## config.mk

```make
export PLATFORM = sky130hd
export DESIGN_NAME = mio_bus_responder
export DESIGN_NICKNAME = d
export VERILOG_FILES = /design/src/rtl/mio_bus_responder_pkg.sv /design/src/rtl/mio_addr_decode.sv /design/src/rtl/mio_bus_responder.sv
export SDC_FILE = /design/constraint.sdc
export NUM_CORES = 1
export LEC_CHECK = 0
export CORE_ASPECT_RATIO = 0.75
export CORE_MARGIN = 2
export CORE_UTILIZATION = 40
export CTS_BUF_LIST = sky130_fd_sc_hd__clkbuf_4 sky130_fd_sc_hd__clkbuf_8
export DETAILED_ROUTE_END_ITERATION = 6
export GPL_ROUTABILITY_DRIVEN = 0
export HOLD_SLACK_MARGIN = 0.15
export PLACE_DENSITY = 0.73
export REMOVE_ABC_BUFFERS = 1
export SYNTH_ARGS = -nofsm -noshare
export SYNTH_HDL_FRONTEND = slang
export SYNTH_SLANG_ARGS = --single-unit
```

## constraint.sdc

```tcl
create_clock -name clk -period 2 [get_ports clk]
set_input_delay 0.4 -clock clk [delete_from_list [all_inputs] [get_ports clk]]
set_output_delay 0.4 -clock clk [all_outputs]
set_load 0.02 [all_outputs]
```

## src/rtl/mio_bus_responder_pkg.sv

```systemverilog
// mio_pkg: shared FSM/region types and peripheral address map for the MIO bus responder.
package mio_pkg;
    typedef enum logic [1:0] {IDLE, WAIT, DONE} state_t;
    typedef enum logic [2:0] {REG_RAM, REG_DISP, REG_GPIO, REG_CNT, REG_NONE} region_t;
    localparam logic [31:0] WORD_MASK = 32'hFFFF_FFFC;
    localparam logic [31:0] RAM_MASK  = 32'hFFFF_F000;
    localparam logic [31:0] DISP_ADDR = 32'hE000_0000;
    localparam logic [31:0] GPIO_ADDR = 32'hF000_0000;
    localparam logic [31:0] CNT_ADDR  = 32'hF000_0004;
endpackage

```

## src/rtl/mio_addr_decode.sv

```systemverilog
// mio_addr_decode: maps a CPU byte address to its bus region (word granularity).
module mio_addr_decode
    import mio_pkg::*;
(
    input  logic [31:0] addr,
    output region_t     region
);
    logic [31:0] word;
    always_comb begin
        word   = addr & WORD_MASK;
        region = (addr & RAM_MASK) == 32'h0 ? REG_RAM  :
                 word == DISP_ADDR          ? REG_DISP :
                 word == GPIO_ADDR          ? REG_GPIO :
                 word == CNT_ADDR           ? REG_CNT  : REG_NONE;
    end
endmodule

```

## src/rtl/mio_bus_responder.sv

```systemverilog
// mio_bus_responder: completes CPU MIO word requests against block RAM and peripheral registers.
module mio_bus_responder
    import mio_pkg::*;
#(
    parameter int RAM_WAIT = 1
) (
    input  logic        clk,
    input  logic        rst_n,
    input  logic        CPU_MIO,
    input  logic        mem_w,
    input  logic [31:0] Addr_out,
    input  logic [31:0] Data_out,
    output logic [31:0] Data_in,
    output logic        MIO_ready,
    output logic        bus_err,
    output logic [9:0]  ram_addr,
    output logic [31:0] ram_din,
    output logic        ram_we,
    input  logic [31:0] ram_dout,
    input  logic [15:0] sw_in,
    output logic [15:0] led_out,
    output logic [31:0] disp_out
);
    state_t      state, next;
    region_t     dec, region;
    logic        we_l, accept, cap;
    logic [3:0]  wcnt;
    logic [31:0] cnt, rdata;

    mio_addr_decode u_dec (.addr(Addr_out), .region(dec));

    always_ff @(posedge clk or negedge rst_n)
        if (!rst_n) state <= IDLE;
        else        state <= next;

    always_comb begin
        next   = state;
        accept = state == IDLE && CPU_MIO;
        cap    = state == WAIT && wcnt == 4'd0;
        next   = state == IDLE ? (CPU_MIO ? WAIT : IDLE) :
                 state == WAIT ? (cap ? DONE : WAIT) : IDLE;
        rdata  = region == REG_RAM  ? ram_dout :
                 region == REG_DISP ? disp_out :
                 region == REG_GPIO ? {16'h0, sw_in} :
                 region == REG_CNT  ? cnt : 32'h0;
    end

    // The latched write data lives in ram_din and doubles as peripheral write data.
    always_ff @(posedge clk or negedge rst_n) begin
        if (!rst_n) begin
            region   <= REG_NONE;
            we_l     <= 1'b0;
            wcnt     <= 4'd0;
            ram_addr <= 10'd0;
            ram_din  <= 32'h0;
            Data_in  <= 32'h0;
            led_out  <= 16'h0;
            disp_out <= 32'h0;
            cnt      <= 32'h0;
        end else begin
            cnt <= (cap && we_l && region == REG_CNT) ? ram_din : cnt + 32'd1;
            if (accept) begin
                region   <= dec;
                we_l     <= mem_w;
                ram_addr <= Addr_out[11:2];
                ram_din  <= Data_out;
                wcnt     <= dec == REG_RAM ? 4'(RAM_WAIT) : 4'd0;
            end else if (state == WAIT && !cap) begin
                wcnt <= wcnt - 4'd1;
            end
            if (cap && !we_l) Data_in <= rdata;
            if (cap && we_l && region == REG_DISP) disp_out <= ram_din;
            if (cap && we_l && region == REG_GPIO) led_out <= ram_din[15:0];
        end
    end

    assign MIO_ready = state == DONE;
    assign bus_err   = state == DONE && region == REG_NONE;
    assign ram_we    = state == DONE && we_l && region == REG_RAM;
endmodule

```

After elaboration in Yosys (flattened, before gate mapping)
Cells that the tools add are included.
{"block": "totals", "reg_bits": 164, "wordCells": 56, "inputBits": 116}
{"block": "classes", "add_sub_neg": 2, "eq_ne": 9, "n_reduce_logical": 19, "muxes": 16}
{"operator": "two-way mux 32 bit", "count": 5}
{"operator": "== test 30 bit (second input constant)", "count": 3}
{"operator": "adder 32 x 1 -> 32 bit (second input constant)", "count": 1}
{"operator": "logical NOT 32 bit", "count": 1}
{"operator": "two-way mux 3 bit", "count": 4}
{"operator": "logical AND 1 bit", "count": 11}
{"operator": "two-way mux 4 bit", "count": 2}
{"operator": "== test 3 x 2 -> 1 bit (second input constant)", "count": 2}
{"operator": "logical NOT 3 bit", "count": 2}
{"operator": "two-way mux 2 bit", "count": 3}
{"operator": "logical NOT 4 bit", "count": 1}
{"operator": "subtractor 4 x 1 -> 4 bit (second input constant)", "count": 1}
{"operator": "== test 3 x 1 -> 1 bit (second input constant)", "count": 1}
{"operator": "== test 3 bit (second input constant)", "count": 1}
{"operator": "== test 2 x 1 -> 1 bit (second input constant)", "count": 1}
{"operator": "== test 2 bit (second input constant)", "count": 1}
{"operator": "logical NOT 1 bit", "count": 2}
{"operator": "logical NOT 2 bit", "count": 1}
{"operator": "two-way mux 1 bit", "count": 2}
{"operator": "nonzero test 2 bit", "count": 1}

Depth between registers and ports, before layout
{"block": "logic_depth", "word_depth": 8, "ltp_mapped": 8}

Cells and area by module
From an unflattened synthesis, not the netlist that was laid out.
{"block": "hier_totals", "cells_unflattened": 646, "hier_area_um2": 7658.6}
{"module": "mio_bus_responder", "instances": 1, "cells_each": 629, "area_per_inst_um2": 7549.7}
{"module": "mio_addr_decode", "instances": 1, "cells_each": 17, "area_per_inst_um2": 108.9}

Worst setup path after synthesis
Ideal clock, no wire load.
{"block": "synth_timing", "path_kind": "register to register", "startpoint": "reg wcnt[0]", "endpoint": "reg Data_in[4]", "arrival_ns": 1.987, "stages_incl_launch_ff": 9, "period_less_slack_ns": 2.120, "slack_ns": -0.120, "setup_time_ns": 0.134, "path_buffers": 2, "required_time_ns": 1.866, "path_cell_list": "dfrtp_1 -> inv_1 -> ha_1 -> or3b_2 -> or3_1 -> clkbuf_1 -> buf_2 -> nand2_1 -> o21ai_0"}
{"block": "synth_between", "elab_chain_cells": 3}
{"element": "start, declared", "line_no": "mio_bus_responder.sv:27", "source": "logic [3:0] wcnt;"}
{"element": "start signal, assigned", "line_no": "mio_bus_responder.sv:67", "source": "wcnt <= dec == REG_RAM ? 4'(RAM_WAIT) : 4'd0;"}
{"element": "start signal, assigned", "line_no": "mio_bus_responder.sv:69", "source": "wcnt <= wcnt - 4'd1;"}
{"element": "logical NOT 4 bit", "line_no": "mio_bus_responder.sv:39", "source": "cap = state == WAIT && wcnt == 4'd0;"}
{"element": "logical AND 1 bit", "line_no": "mio_bus_responder.sv:39"}
{"element": "logical AND 1 bit", "line_no": "mio_bus_responder.sv:71", "source": "if (cap && !we_l) Data_in <= rdata;"}
{"element": "end signal, assigned", "line_no": "mio_bus_responder.sv:71"}
{"element": "end, declared", "line_no": "mio_bus_responder.sv:13", "source": "output logic [31:0] Data_in,"}
Every way passes these cells.
A chain may end at the register's enable or synchronous reset.

Worst setup path in the final report
{"block": "layout_timing", "startpoint": "reg wcnt[1]", "endpoint": "reg led_out[7]"}
{"block": "layout_between", "elab_chain_cells": 4}
{"element": "logical NOT 4 bit", "line_no": "mio_bus_responder.sv:39"}
{"element": "logical AND 1 bit", "line_no": "mio_bus_responder.sv:39"}
{"element": "logical AND 1 bit (2 in a row)", "line_no": "mio_bus_responder.sv:73", "source": "if (cap && we_l && region == REG_GPIO) led_out <= ram_din[15:0];"}
{"element": "end signal, assigned", "line_no": "mio_bus_responder.sv:73"}
{"element": "end, declared", "line_no": "mio_bus_responder.sv:21", "source": "output logic [15:0] led_out,"}
Every way passes these cells.

==> qor.csv <==
metric,value,unit
Vias,6445,
Post-route DRC,0,
mapped cell area,7617,sq um
routing usage on met1,0.3285,
Critical-path top delay cell,dfrtp_1,
max cap viols,0,
library cells used by synthesis,48,
root buffer cell,clkbuf_8,
Die W,163.3,microns
I/O Pins,241,
crit-path max FO,8,
Pwr Density,1087,nW/um^2
Initial DRT Pass Iterations,4,
fmax,491.2,MHz
Die Span Y,123.5,microns
WS Path Type,reg2reg,
status,"complete, but fails checks",
CP Capture Type,flip-flop,
Detail Route Antenna Nets,0,
busiest layer in global routing,met2,
TritonCTS Buffers,17,
final hold vios,0,
DP HPWL,16.73,mm
failing checks,negative setup slack,
cell family with most CP delay,simple AND/OR/NAND/NOR gates,
Worst-Skew Late Latency,0.46,ns
Sinks on Clock Net,164,
WP data arrival,2.38,ns
clock period minus worst slack,2.036,ns
Synth top area share,0.5355,
"top cells by area, synth","dfrtp_1 54%, nand2_1 9.7%, mux2_2 7.4%",
die area,20170,sq um
Core Rows,43,
Final TNS setup,-0.4304,ns
initial antenna violation count,1,
final cycle utilization of the critical path,1.018,
global-route wire length before repair,35.78,mm
YS warnings,0,
"slowest stage delay, CP",0.41,ns
area grow syn2layout,47.52,%
fin nets,1122,
GR Util All Layers,0.2338,
type of the tightest min-delay check,in2async,
vias in the first global route,6618,
IO buf count,238,
GRT met2 Usage,0.3584,
starting DRC count in detailed routing,550,
crit path cell chain,inv_2 -> ha_1 -> or3b_4 -> nor3_4 -> buf_6 -> nand3b_4 -> clkbuf_16 -> mux2_2,
Post-Place Setup Slack,-0.1737,ns
CTS tree,yes,
CTS Buffer Depth,2,
Worst Skew,0.01454,ns
Post-Syn Instances,731,
Final Max Tran Viols,0,
Post-Route WL,22.96,mm
GRT met3 Usage,0.06508,
initial core utilization,0.4104,
relative slew slack,0.7149,
Worst setup SP type,flip-flop,
# setup viols final,27,
share of cells above drive strength 1,0.1744,
worst setup margin,-0.03570,ns
WP buf/inv,3,
Peak VDD IR,0.7541,mV
H-tree levels,4,
Pleak,5.165,nW
synthesized area per cell,10.42,sq um
RSZ-0062 raised after global routing,true,
slew at the pin with the worst max-slew slack,0.4268,ns
drt wl/cell,18.19,microns
Core Area,18560,sq um
diode count,0,
CP required,2.34,ns
sequential area share after synthesis,0.5389,
gr ovfl total,0,
drt via density,5.107,
"Reg clk slew, reported paths",0.08,ns
largest net degree at the start of global routing,60,
Yosys top cell by area,dfrtp_1,
Yosys reg bits,164,
## timing repair
| action | CTS | global route |
|---|---|---|
| hold buffers | 1 | 0 |
| gates cloned | 0 | 1 |
| setup buffers | 0 | 3 |
| resized for setup | 15 | 26 |
| pin swaps | 0 | 1 |
| endpoints found under the setup margin | 104 | 104 |
| endpoints found under the hold margin | 33 | 0 |
## cell type report
type / instances / area [sq um]
Sequential cell: 164 / 4108
Tap cell: 247 / 309.0
Timing Repair Buffer: 292 / 2933
Multi-Input combinational cell: 525 / 3397
Fill cell: 1560 / 7325
Inverter: 3 / 11.26
Clock buffer: 22 / 277.8
Clock inverter: 9 / 201.4
## metal layers
metal,vias up,part of all wire,wire length (microns)
li1,3063,-,-
met1,3116,0.47,10700
met2,239,0.44,10180
met3,25,0.080,1836
met4,2,0.010,235
met5,-,0.00065,15
## where the power goes
part | total (mW) | internal (mW) | switching (mW) | leakage, nW
logic | 4.49 | 2.10 | 2.39 | 2.74
registers | 4.81 | 4.09 | 0.723 | 2.18
clock network | 2.91 | 1.70 | 1.22 | 0.241
## path summary, 6_finish.rpt
| check | startpoint | end | slack (ns) | cells after the start |
|---|---|---|---|---|
| worst max register to register | wcnt[1] | led_out[7] | -0.04 | 8 |
| worst min register to register | ram_addr[2] | ram_addr[2] | 0.48 | 2 |
| worst min-delay path | rst_n | Data_in[23] | 0.42 | 2 |
| max in group asynchronous | rst_n | led_out[14] | 0.93 | 3 |
| min in group clk | Data_out[26] | ram_din[26] | 0.46 | 3 |
| worst max-delay path | wcnt[1] | led_out[7] | -0.04 | 8 |
## state kept, by name (all words and copies together) (netlist names)
| register | count |
|---|---|
| led_out | 16 |
| ram_addr | 10 |
| state | 2 |
| region | 3 |
| wcnt | 4 |
| we_l | 1 |
| Data_in | 32 |
| disp_out | 32 |
| cnt | 32 |
| ram_din | 32 |
## cell usage in the layout (no fill, tap or decap), drive strengths merged, types with 2 or more instances in the layout
master	count
a21oi	46
o31ai	17
xor2	20
and4	4
clkinv	2
bufinv	6
clkdlybuf4s50	224
mux2i	16
nand4	11
inv	3
nor3	8
mux2	50
ha	3
dfrtp	163
dlymetal6s2s	10
nand2b	3
nor2	57
nor4	12
buf	55
nor2b	2
and3	5
nand3	11
or4	2
nand2	197
clkbuf	23
o21ai	16
xnor2	14
mux4	16
nor4b	2
nand3b	2
## stage by stage
| step | power, mW | instance area [sq um] | cells | util | hold slack (ns) |
|---|---|---|---|---|---|
| CTS | 12.27 | 11110 | 1258 | 0.5985 | 0.4006 |
| detailed placement | 9.328 | 10600 | 1226 | 0.5713 | 0.3314 |
| floorplan | 6.726 | 7445 | 692 | - | 0.1044 |
| global placement | 9.230 | 10600 | 1226 | 0.5713 | 0.3313 |
| global route | 12.90 | 11240 | 1262 | 0.6054 | 0.4148 |
| finish | 12.21 | 11240 | 1262 | 0.6054 | 0.4215 |
## synth_stat cells, drive strengths merged
library cell  instances
o31ai                17
nor2                 57
buf                  14
nor3                  8
xor2                 20
or3b                  1
o21a                  1
nand3                11
and4                  4
nand2               197
a211oi                1
clkbuf               25
and4b                 1
a22o                  1
mux2i                16
nor2b                 2
or2                   1
nor3b                 1
or3                   1
mux4                 16
o22ai                 1
xnor2                14
dfrtp               163
nand4                11
o21ai                16
and3                  5
nor4                 12
o22a                  1
mux2                 50
nand2b                3
dfstp                 1
and2                  1
a21oi                46
or4                   2
nor4b                 2
nand3b                2
ha                    3
inv                   3
## logic make-up (layout without fill, tap and decap cells)
family | Yosys count | in the layout | synth area share
flops | 164 | 164 | 0.5389
fa+ha+maj | 3 | 3 | 0.004928
simple gates | 322 | 322 | 0.1871
buf+inv | 42 | 326 | 0.02415
xor+xnor | 34 | 34 | 0.03909
mux | 82 | 82 | 0.1432
compound gates | 84 | 84 | 0.06258
(Power assumes the default switching activity.)
